### src/rtl/nts_engine_dispatch_arbiter.sv
// Dispatch arbiter: shares one dispatcher receive FIFO among NUM_ENGINES engines.
// Each packet is granted to an idle engine chosen round-robin. The FIFO read handshake is
// routed to that engine alone. If no engine frees up in time, the packet is discarded.
module nts_engine_dispatch_arbiter #(
  parameter int unsigned NUM_ENGINES     = 4,
  parameter int unsigned ENGINE_ID_WIDTH = 2,
  parameter int unsigned IDLE_TIMEOUT    = 64,
  parameter int unsigned ACCEPT_TIMEOUT  = 4
) (
  input  logic                       i_clk,
  input  logic                       i_reset_n,
  input  logic                       i_dispatch_packet_available,
  input  logic                       i_dispatch_fifo_empty,
  input  logic [7:0]                 i_dispatch_data_valid,
  input  logic [63:0]                i_dispatch_fifo_rd_data,
  output logic                       o_dispatch_fifo_rd_en,
  output logic                       o_dispatch_packet_read_discard,
  input  logic [NUM_ENGINES-1:0]     i_engine_busy,
  input  logic [NUM_ENGINES-1:0]     i_engine_fifo_rd_en,
  input  logic [NUM_ENGINES-1:0]     i_engine_packet_read_discard,
  output logic [NUM_ENGINES-1:0]     o_engine_packet_available,
  output logic [NUM_ENGINES-1:0]     o_engine_fifo_empty,
  output logic [7:0]                 o_engine_data_valid,
  output logic [63:0]                o_engine_fifo_rd_data,
  output logic                       o_grant_valid,
  output logic [ENGINE_ID_WIDTH-1:0] o_grant_id,
  output logic [31:0]                o_drop_count,
  output logic                       o_error
);

  localparam int unsigned WaitW = $clog2(IDLE_TIMEOUT + 1);
  localparam int unsigned AccW  = $clog2(ACCEPT_TIMEOUT + 1);
  localparam logic [WaitW-1:0] WaitMax = WaitW'(IDLE_TIMEOUT);
  localparam logic [AccW-1:0]  AccMax  = AccW'(ACCEPT_TIMEOUT);

  localparam logic [2:0] StIdle    = 3'd0;
  localparam logic [2:0] StSelect  = 3'd1;
  localparam logic [2:0] StAccept  = 3'd2;
  localparam logic [2:0] StCopy    = 3'd3;
  localparam logic [2:0] StRelease = 3'd4;

  logic [2:0]                 state_q, state_d;
  logic [ENGINE_ID_WIDTH-1:0] ptr_q, ptr_d;
  logic [ENGINE_ID_WIDTH-1:0] grant_id_q, grant_id_d;
  logic                       grant_valid_q, grant_valid_d;
  logic [WaitW-1:0]           wait_cnt_q, wait_cnt_d, wait_inc;
  logic [AccW-1:0]            acc_cnt_q, acc_cnt_d, acc_inc;
  logic [31:0]                drop_q, drop_d;
  logic                       error_q, error_d;
  logic                       discard_q, discard_d;

  logic                       sel_found;
  logic [ENGINE_ID_WIDTH-1:0] sel_id;
  logic [ENGINE_ID_WIDTH-1:0] cand;
  logic                       g_rd_en;

  assign wait_inc = wait_cnt_q + WaitW'(1);
  assign acc_inc  = acc_cnt_q + AccW'(1);
  assign g_rd_en  = i_engine_fifo_rd_en[grant_id_q];

  // Round-robin scan: first idle engine after the last grant, wrapping.
  always_comb begin
    sel_found = 1'b0;
    sel_id    = '0;
    cand      = '0;
    for (int unsigned i = 1; i <= NUM_ENGINES; i++) begin
      cand = ENGINE_ID_WIDTH'((32'(ptr_q) + i) % NUM_ENGINES);
      if (!sel_found && !i_engine_busy[cand]) begin
        sel_found = 1'b1;
        sel_id    = cand;
      end
    end
  end

  // Next-state logic for grant lifecycle, timeouts and counters.
  always_comb begin
    state_d       = state_q;
    ptr_d         = ptr_q;
    grant_id_d    = grant_id_q;
    grant_valid_d = grant_valid_q;
    wait_cnt_d    = wait_cnt_q;
    acc_cnt_d     = acc_cnt_q;
    drop_d        = drop_q;
    error_d       = error_q;
    discard_d     = 1'b0;
    case (state_q)
      StIdle: begin
        if (i_dispatch_packet_available && !i_dispatch_fifo_empty) begin
          state_d    = StSelect;
          wait_cnt_d = '0;
        end
      end
      StSelect: begin
        if (!i_dispatch_packet_available) begin
          state_d = StIdle;
        end else if (sel_found) begin
          grant_id_d    = sel_id;
          ptr_d         = sel_id;
          grant_valid_d = 1'b1;
          acc_cnt_d     = '0;
          state_d       = StAccept;
        end else if (wait_inc == WaitMax) begin
          discard_d = 1'b1;
          if (drop_q != 32'hFFFF_FFFF) drop_d = drop_q + 32'd1;
          state_d   = StRelease;
        end else begin
          wait_cnt_d = wait_inc;
        end
      end
      StAccept: begin
        if (!i_dispatch_packet_available) begin
          grant_valid_d = 1'b0;
          state_d       = StIdle;
        end else if (i_engine_busy[grant_id_q]) begin
          state_d = StCopy;
        end else if (acc_inc == AccMax) begin
          // Engine never accepted: flag it and free the packet; not a drop.
          error_d       = 1'b1;
          discard_d     = 1'b1;
          grant_valid_d = 1'b0;
          state_d       = StRelease;
        end else begin
          acc_cnt_d = acc_inc;
        end
      end
      StCopy: begin
        if (i_dispatch_fifo_empty && !g_rd_en) begin
          grant_valid_d = 1'b0;
          state_d       = StRelease;
        end
      end
      StRelease: begin
        // Hold until the dispatcher withdraws the packet so it is not granted twice.
        if (!i_dispatch_packet_available) state_d = StIdle;
      end
      default: begin
        state_d       = StIdle;
        grant_valid_d = 1'b0;
      end
    endcase
  end

  // State registers with synchronous active-low reset.
  always_ff @(posedge i_clk) begin
    if (!i_reset_n) begin
      state_q       <= StIdle;
      ptr_q         <= ENGINE_ID_WIDTH'(NUM_ENGINES - 1);
      grant_id_q    <= '0;
      grant_valid_q <= 1'b0;
      wait_cnt_q    <= '0;
      acc_cnt_q     <= '0;
      drop_q        <= '0;
      error_q       <= 1'b0;
      discard_q     <= 1'b0;
    end else begin
      state_q       <= state_d;
      ptr_q         <= ptr_d;
      grant_id_q    <= grant_id_d;
      grant_valid_q <= grant_valid_d;
      wait_cnt_q    <= wait_cnt_d;
      acc_cnt_q     <= acc_cnt_d;
      drop_q        <= drop_d;
      error_q       <= error_d;
      discard_q     <= discard_d;
    end
  end

  // Routing: only the granted engine sees the FIFO; everyone else sees it empty.
  always_comb begin
    o_engine_packet_available = '0;
    o_engine_fifo_empty       = '1;
    if (grant_valid_q) begin
      o_engine_packet_available[grant_id_q] = i_dispatch_packet_available;
      o_engine_fifo_empty[grant_id_q]       = i_dispatch_fifo_empty;
    end
  end

  assign o_dispatch_fifo_rd_en = grant_valid_q && (state_q == StAccept || state_q == StCopy)
                                 && g_rd_en;
  assign o_dispatch_packet_read_discard = discard_q ||
                                          (state_q == StCopy &&
                                           i_engine_packet_read_discard[grant_id_q]);
  // Data is passed through unregistered so engine write timing is unchanged.
  assign o_engine_data_valid   = i_dispatch_data_valid;
  assign o_engine_fifo_rd_data = i_dispatch_fifo_rd_data;
  assign o_grant_valid         = grant_valid_q;
  assign o_grant_id            = grant_id_q;
  assign o_drop_count          = drop_q;
  assign o_error               = error_q;

endmodule

### config.mk
export PLATFORM = sky130hd
export DESIGN_NAME = nts_engine_dispatch_arbiter
export DESIGN_NICKNAME = d
export VERILOG_FILES = /design/src/rtl/nts_engine_dispatch_arbiter.sv
export SDC_FILE = /design/constraint.sdc
export NUM_CORES = 1
export LEC_CHECK = 0
export CAP_MARGIN = 20
export CORE_ASPECT_RATIO = 0.75
export CORE_MARGIN = 2
export CORE_UTILIZATION = 64
export DETAILED_ROUTE_END_ITERATION = 6
export DONT_BUFFER_PORTS = 1
export PLACE_DENSITY = 0.86
export RECOVER_POWER = 25
export SYNTH_ARGS = -nofsm -noshare
export SYNTH_HDL_FRONTEND = slang
export SYNTH_SLANG_ARGS = --single-unit
### constraint.sdc
create_clock -name i_clk -period 3 [get_ports i_clk]
set_input_delay 0.15 -clock i_clk [delete_from_list [all_inputs] [get_ports i_clk]]
set_output_delay 0.15 -clock i_clk [all_outputs]
set_load 0.1 [all_outputs]
==> results.md, run 1 <==
- Status: complete, no violations
- Drt drc: 0
- IO Count: 206
- GR Overflow Total: 0
- Slack of the critical path: 0.435 ns
- CP Buf/Inv Count: 0
- Worst stage delay on the critical path: 0.58 ns
- I/O Buffers: 0
- Max Fanout on Critical Path: 19
- Core Box Area: 5350 um2
- Worst Tran Pin Value: 1.09 ns
- Area of the multi-input gates: 1860 um2
- DP Wirelength: 6280 um
- Critical-path cell list: and4bb_2 -> nand4_1 -> nor4_4 -> nand2_2 -> or4_1 -> a21oi_1
- Clock period minus worst slack: 2.56 ns
- Clk root buf: clkbuf_8
- Yosys Warn Count: 0
- Register area share after synthesis: 0.293
- Cells after Synth: 435
- Yosys reg bits: 52
- DR vias: 3095
- Vias in the first global route: 2732
- Top post-synthesis cells by area: dfxtp_1 29%, buf_4 15%, nand2_1 4.3%
- Post-Syn Nets: 527
- Top-area cell type share of the netlist area: 0.293
- Max Fclk: 0.390 GHz
- Row cnt: 23
- Inst Count DP: 469
- Post-synth ARST share: 0
- Most used DFF post-synth: dfxtp_1
- # fillers: 427
- Fin util: 0.660
- Clock Sinks: 52
- Total Wirelength: 8660 um
- Req. time, crit path: 3.24 ns
- Crit-path slowest cell: dfxtp_1
- Slew Viols, Final: 0
- Post-synth EDFFs: 0
- Pre-CTS setup slack: 0.491 ns
- WL per Instance: 18.0 um
- Final #Nets: 496
- DRT antenna net count: 0
- Worst setup SP type: register
- Die width: 90.1 um
- Max clock buf depth: 2
- Final Cell Area: 3530 um2
- Pre-Repair DR Iteration Count: 5
- Peak supply drop: 251 uV
- Max cap viols: 0
- Mean Syn Cell Area: 8.18 um2
- RSZ-0062 raised after global routing: false
- CTS buffer count: 5
- Drt via density: 6.45
- Critical path class: register to register
- GRT Util Overall: 0.272
- H-tree depth: 2
- Post-CTS setup buffer count: 0
- First-pass GRT wire length: 13400 um
- Dominant cell type by area after synthesis: dfxtp_1
- Clock Skew: 0.00748 ns
- Antenna violations before repair: 0
- Starting Density: 0.665
- Rel. slew slack: 0.268
- Worst Setup End Kind: register
- Period utilization: 0.855
- Layout cells sized above 1: 0.183
- Final Hold Viols: 0
- Inserted Diodes: 0
- Clk_lat worst skew: 0.31 ns
- Yosys cell types: 60
- Die Y: 68.6 um
- Setup_tns: 0 ns
- CTS clock-pin slew for the worst setup and hold paths: 0.09 ns
- Pwr/cell area: 392 nW/um2
- Non-Filler Instances: 480
- Cell Area, Synth: 3560 um2
- Routability cong.: 0.916
- Placed cell areas: 3380 um2
- DRT iter0 DRCs: 358
- Register area: 1040 um2
- # setup viols final: 0
- Worst Hold Class: primary input to register
- Leakage power: 1.32 nW
- CP delay by family, top: simple AND/OR/NAND/NOR gates
- Die ar.: 6180 um2
- P&R area growth vs syn: -0.668%
- Largest net degree at the start of global routing: 20
- CTS tree: built
- WP data arrival: 2.81 ns
-- Yosys cell counts (2+ instances only) --
library cell	count
buf_4	73
dfxtp_1	52
nand2_1	41
nor2_1	33
nand3_1	21
nand2b_1	18
nand4_1	17
o21ai_0	17
a21oi_1	15
inv_1	11
and3_1	9
mux2i_1	9
nor3_1	9
nor4_1	9
xor2_1	9
clkbuf_1	8
and4_1	6
or3_1	6
o211ai_1	5
ha_1	4
o211a_1	4
o21bai_1	4
o31ai_1	4
buf_6	3
mux4_2	3
nor2b_1	3
o21a_1	3
a211oi_1	2
buf_2	2
nand3b_1	2
nor4_4	2
o31a_1	2
xnor2_1	2
-- final timing paths --
path                 from               end  slack, ns  cells past startpoint
max reg2reg    state_q[0]  o_drop_count[17]       0.44                      6
min reg2reg  acc_cnt_q[2]      acc_cnt_q[2]       0.52                      1
max            state_q[0]  o_drop_count[17]       0.44                      6
min             i_reset_n  o_drop_count[23]      0.005                      2
-- layout by cell type, fill, tap and decap left out, types with 9 or more instances in the layout --
cell / instances
nor2_1: 29
and3_1: 9
nand2b_1: 18
nand4_1: 17
inv_1: 11
nor3_1: 9
mux2i_1: 9
xor2_1: 9
buf_4: 45
nor4_1: 9
dfxtp_1: 52
o21ai_0: 17
nand2_1: 41
nand3_1: 21
a21oi_1: 15
-- sequential cells by signal, indices dropped and copies added, names as in the netlist --
name / flops
o_error: 1
o_drop_count: 32
ptr_q: 2
wait_cnt_q: 7
o_grant_valid: 1
discard_q: 1
state_q: 3
o_grant_id: 2
acc_cnt_q: 3
-- what timing repair did --
item	in CTS	in global routing
resized for setup	0	0
hold buffers	3	0
hold endpoints to repair	16	0
-- layout make-up --
cell class                 count  share of cell area
timing repair buffer          48               0.104
multi-input combinational    286               0.527
clock inverter                 1             0.00850
tap                           75              0.0265
clock buffer                   7              0.0273
sequential                    52               0.295
inverter                      11              0.0117
-- power breakdown --
group / switching [W] / internal [W] / leakage (nW)
Combinational: 0.0000986 / 0.0000499 / 0.839
Clock: 0.000230 / 0.000295 / 0.0645
Sequential: 0.0000158 / 0.000698 / 0.419
-- worst reg2reg max path, stage by stage (launching register included) --
cell      delay, ns
dfxtp_1        0.58
and4bb_2       0.35
nand4_1        0.16
nor4_4         0.43
nand2_2        0.35
or4_1          0.48
a21oi_1        0.16
-- logic make-up (layout without fill, tap and decap cells) --
logic type                 after synthesis  in the layout  synth area share
xor gates and xnor gates                11             11            0.0271
and+or+nand+nor                        185            185             0.284
muxes                                   13             13            0.0475
DFF                                     52             52             0.293
AOI/OAI and AO/OA                       73             73             0.148
adders and majority gates                4              4            0.0141
buffers and inverters                   97             67             0.186
-- metrics by stage --
step,hold slack (ns),power (W)
6_report,0.00470,0.00139
5_1_grt,0.00728,0.00143
4_1_cts,0.000909,0.00139
3_5_place_dp,0.221,0.000866
3_3_place_gp,0.222,0.000862
2_1_floorplan,0.343,0.00130
-- layer usage --
metal	wire length, um	GRT usage	vias to the layer above
li1	-	-	1430
met3	994	0.105	57
met5	0	0	-
met4	374	0.140	0
met1	3390	0.319	1400
met2	3900	0.447	208
No activity file was read; power rests on OpenSTA's default activity.
==> run 2: changes to the inputs <==
Settings changed: CORE_UTILIZATION 64 to 35, PLACE_DENSITY 0.86 to unset, PLACE_DENSITY_LB_ADDON set to 0.25.
==> run 2 against run 1 <==
Net effect: sequential cell count unchanged; largest cell class unchanged; maximum frequency up 8.3%; die area increased by 78%; final cell count is 12% higher; total power up 9.4%.
==> results.md, run 2 (synthesis gave the netlist of run 1 again) <==
- Req. time, crit path: 3.19 ns
- Max Fanout on Critical Path: 14
- Clock Skew: 0.00684 ns
- Post_cts resized: 0
- Peak supply drop: 308 uV
- Inst Count DP: 527
- Non-Filler Instances: 537
- Clk root buf: clkbuf_16
- Post-CTS setup buffer count: 0
- WL met2: 3590 um
- Most frequent cells in the layout: 52 x dfxtp_1, 46 x buf_4, 41 x nand2_1
- H-tree depth: 2
- Vias in the first global route: 2711
- Setup_tns: 0 ns
- Drt drc: 0
- Die ar.: 11000 um2
- CTS clock-pin slew for the worst setup and hold paths: 0.07 ns
- Max clock buf depth: 2
- Pwr/cell area: 416 nW/um2
- DRT antenna net count: 0
- Rel. slew slack: 0.325
- Starting Density: 0.364
- Worst Hold Class: primary input to register
- First-pass GRT wire length: 13900 um
- Inserted Diodes: 0
- Period utilization: 0.790
- Pre-CTS setup slack: 0.596 ns
- CTS tree: built
- Worst Setup End Kind: register
- Core Box Area: 9770 um2
- Worst stage delay on the critical path: 0.58 ns
- Hold_ws: 0.0181 ns
- CTS buffer count: 5
- GR Overflow Total: 0
- DRT iter0 DRCs: 141
- Clk_lat worst skew: 0.29 ns
- IO Count: 206
- DR vias: 2882
- Top sig layer: met4
- Largest register FFs: 32
- Placed cell areas: 3460 um2
- Final #Nets: 496
- WP data arrival: 2.56 ns
- Met3 WL: 586 um
- RSZ-0062 raised after global routing: false
- Pre-Repair DR Iteration Count: 4
- CP Buf/Inv Count: 1
- Die Y: 91.3 um
- Metal1 wirelength: 4020 um
- Max Fclk: 0.422 GHz
- WL per Instance: 15.7 um
- Die width: 120 um
- DP Wirelength: 6030 um
- Crit-path slowest cell: dfxtp_1
- Leakage power: 1.34 nW
- I/O Buffers: 0
- Row cnt: 31
- # setup viols final: 0
- Drt via density: 5.37
- Critical-path cell list: and4bb_2 -> nand4_1 -> nor4_4 -> buf_4 -> nand4_1 -> o21a_1 -> o21a_1
- Status: complete, no violations
- Number of hold buffers added after cts: 2
- CP delay by family, top: simple AND/OR/NAND/NOR gates
- Clock Sinks: 52
- Antenna violations before repair: 0
- Slew Viols, Final: 0
- Worst setup SP type: register
- Slack of the critical path: 0.631 ns
- Routability cong.: 0.790
- Layout cells sized above 1: 0.185
- Commonest non-fill, non-tap cell in the layout: dfxtp_1
- Final Cell Area: 3650 um2
- Clock period minus worst slack: 2.37 ns
- Total Wirelength: 8430 um
- GRT Util Overall: 0.156
- Largest net degree at the start of global routing: 26
- P&R area growth vs syn: 2.53%
- Worst Tran Pin Value: 1.01 ns
- Final Hold Viols: 0
- Critical path class: register to register
- Max cap viols: 0
==> run 2: area by class of cell <==
type	count	area, um2
inverters	11	41.3
clock inverters	3	46.3
repair buffers	48	365
flip-flops and latches	52	1040
fillers	1018	6130
clock buffers	5	125
multi-input cells	286	1860
well taps	132	165
==> run 2: report_power, final <==
part | internal (W) | switching [W]
Combinational | 0.0000491 | 0.0000959
Sequential | 0.000698 | 0.0000149
Clock | 0.000397 | 0.000263
Total | 0.00114 | 0.000374
==> run 2: layer usage <==
layer,GRT usage,vias up
met5,0,-
met4,0.0649,0
met3,0.0459,42
met2,0.217,78
met1,0.223,1344
li1,-,1418
==> run 2: final timing paths <==
kind / cells after the start / slack, ns / end / from
min reg2reg: 1 / 0.49 / acc_cnt_q[0] / acc_cnt_q[0]
max: 7 / 0.63 / o_drop_count[31] / state_q[0]
max reg2reg: 7 / 0.63 / o_drop_count[31] / state_q[0]
min: 2 / 0.02 / o_drop_count[23] / i_reset_n
==> run 2: worst register-to-register path: cells and delay by family, from the launching register on <==
family / cells / cell delay, ns
simple gates: 4 / 1.00
compound gates: 2 / 0.46
buf+inv: 1 / 0.23
flops: 1 / 0.58
==> run 2: through the flow <==
stage	util	total power, W
after floorplan	-	0.00130
after global placement	0.354	0.000868
after detailed placement	0.354	0.000869
after CTS	0.373	0.00154
after global routing	0.373	0.00159
final	0.373	0.00152
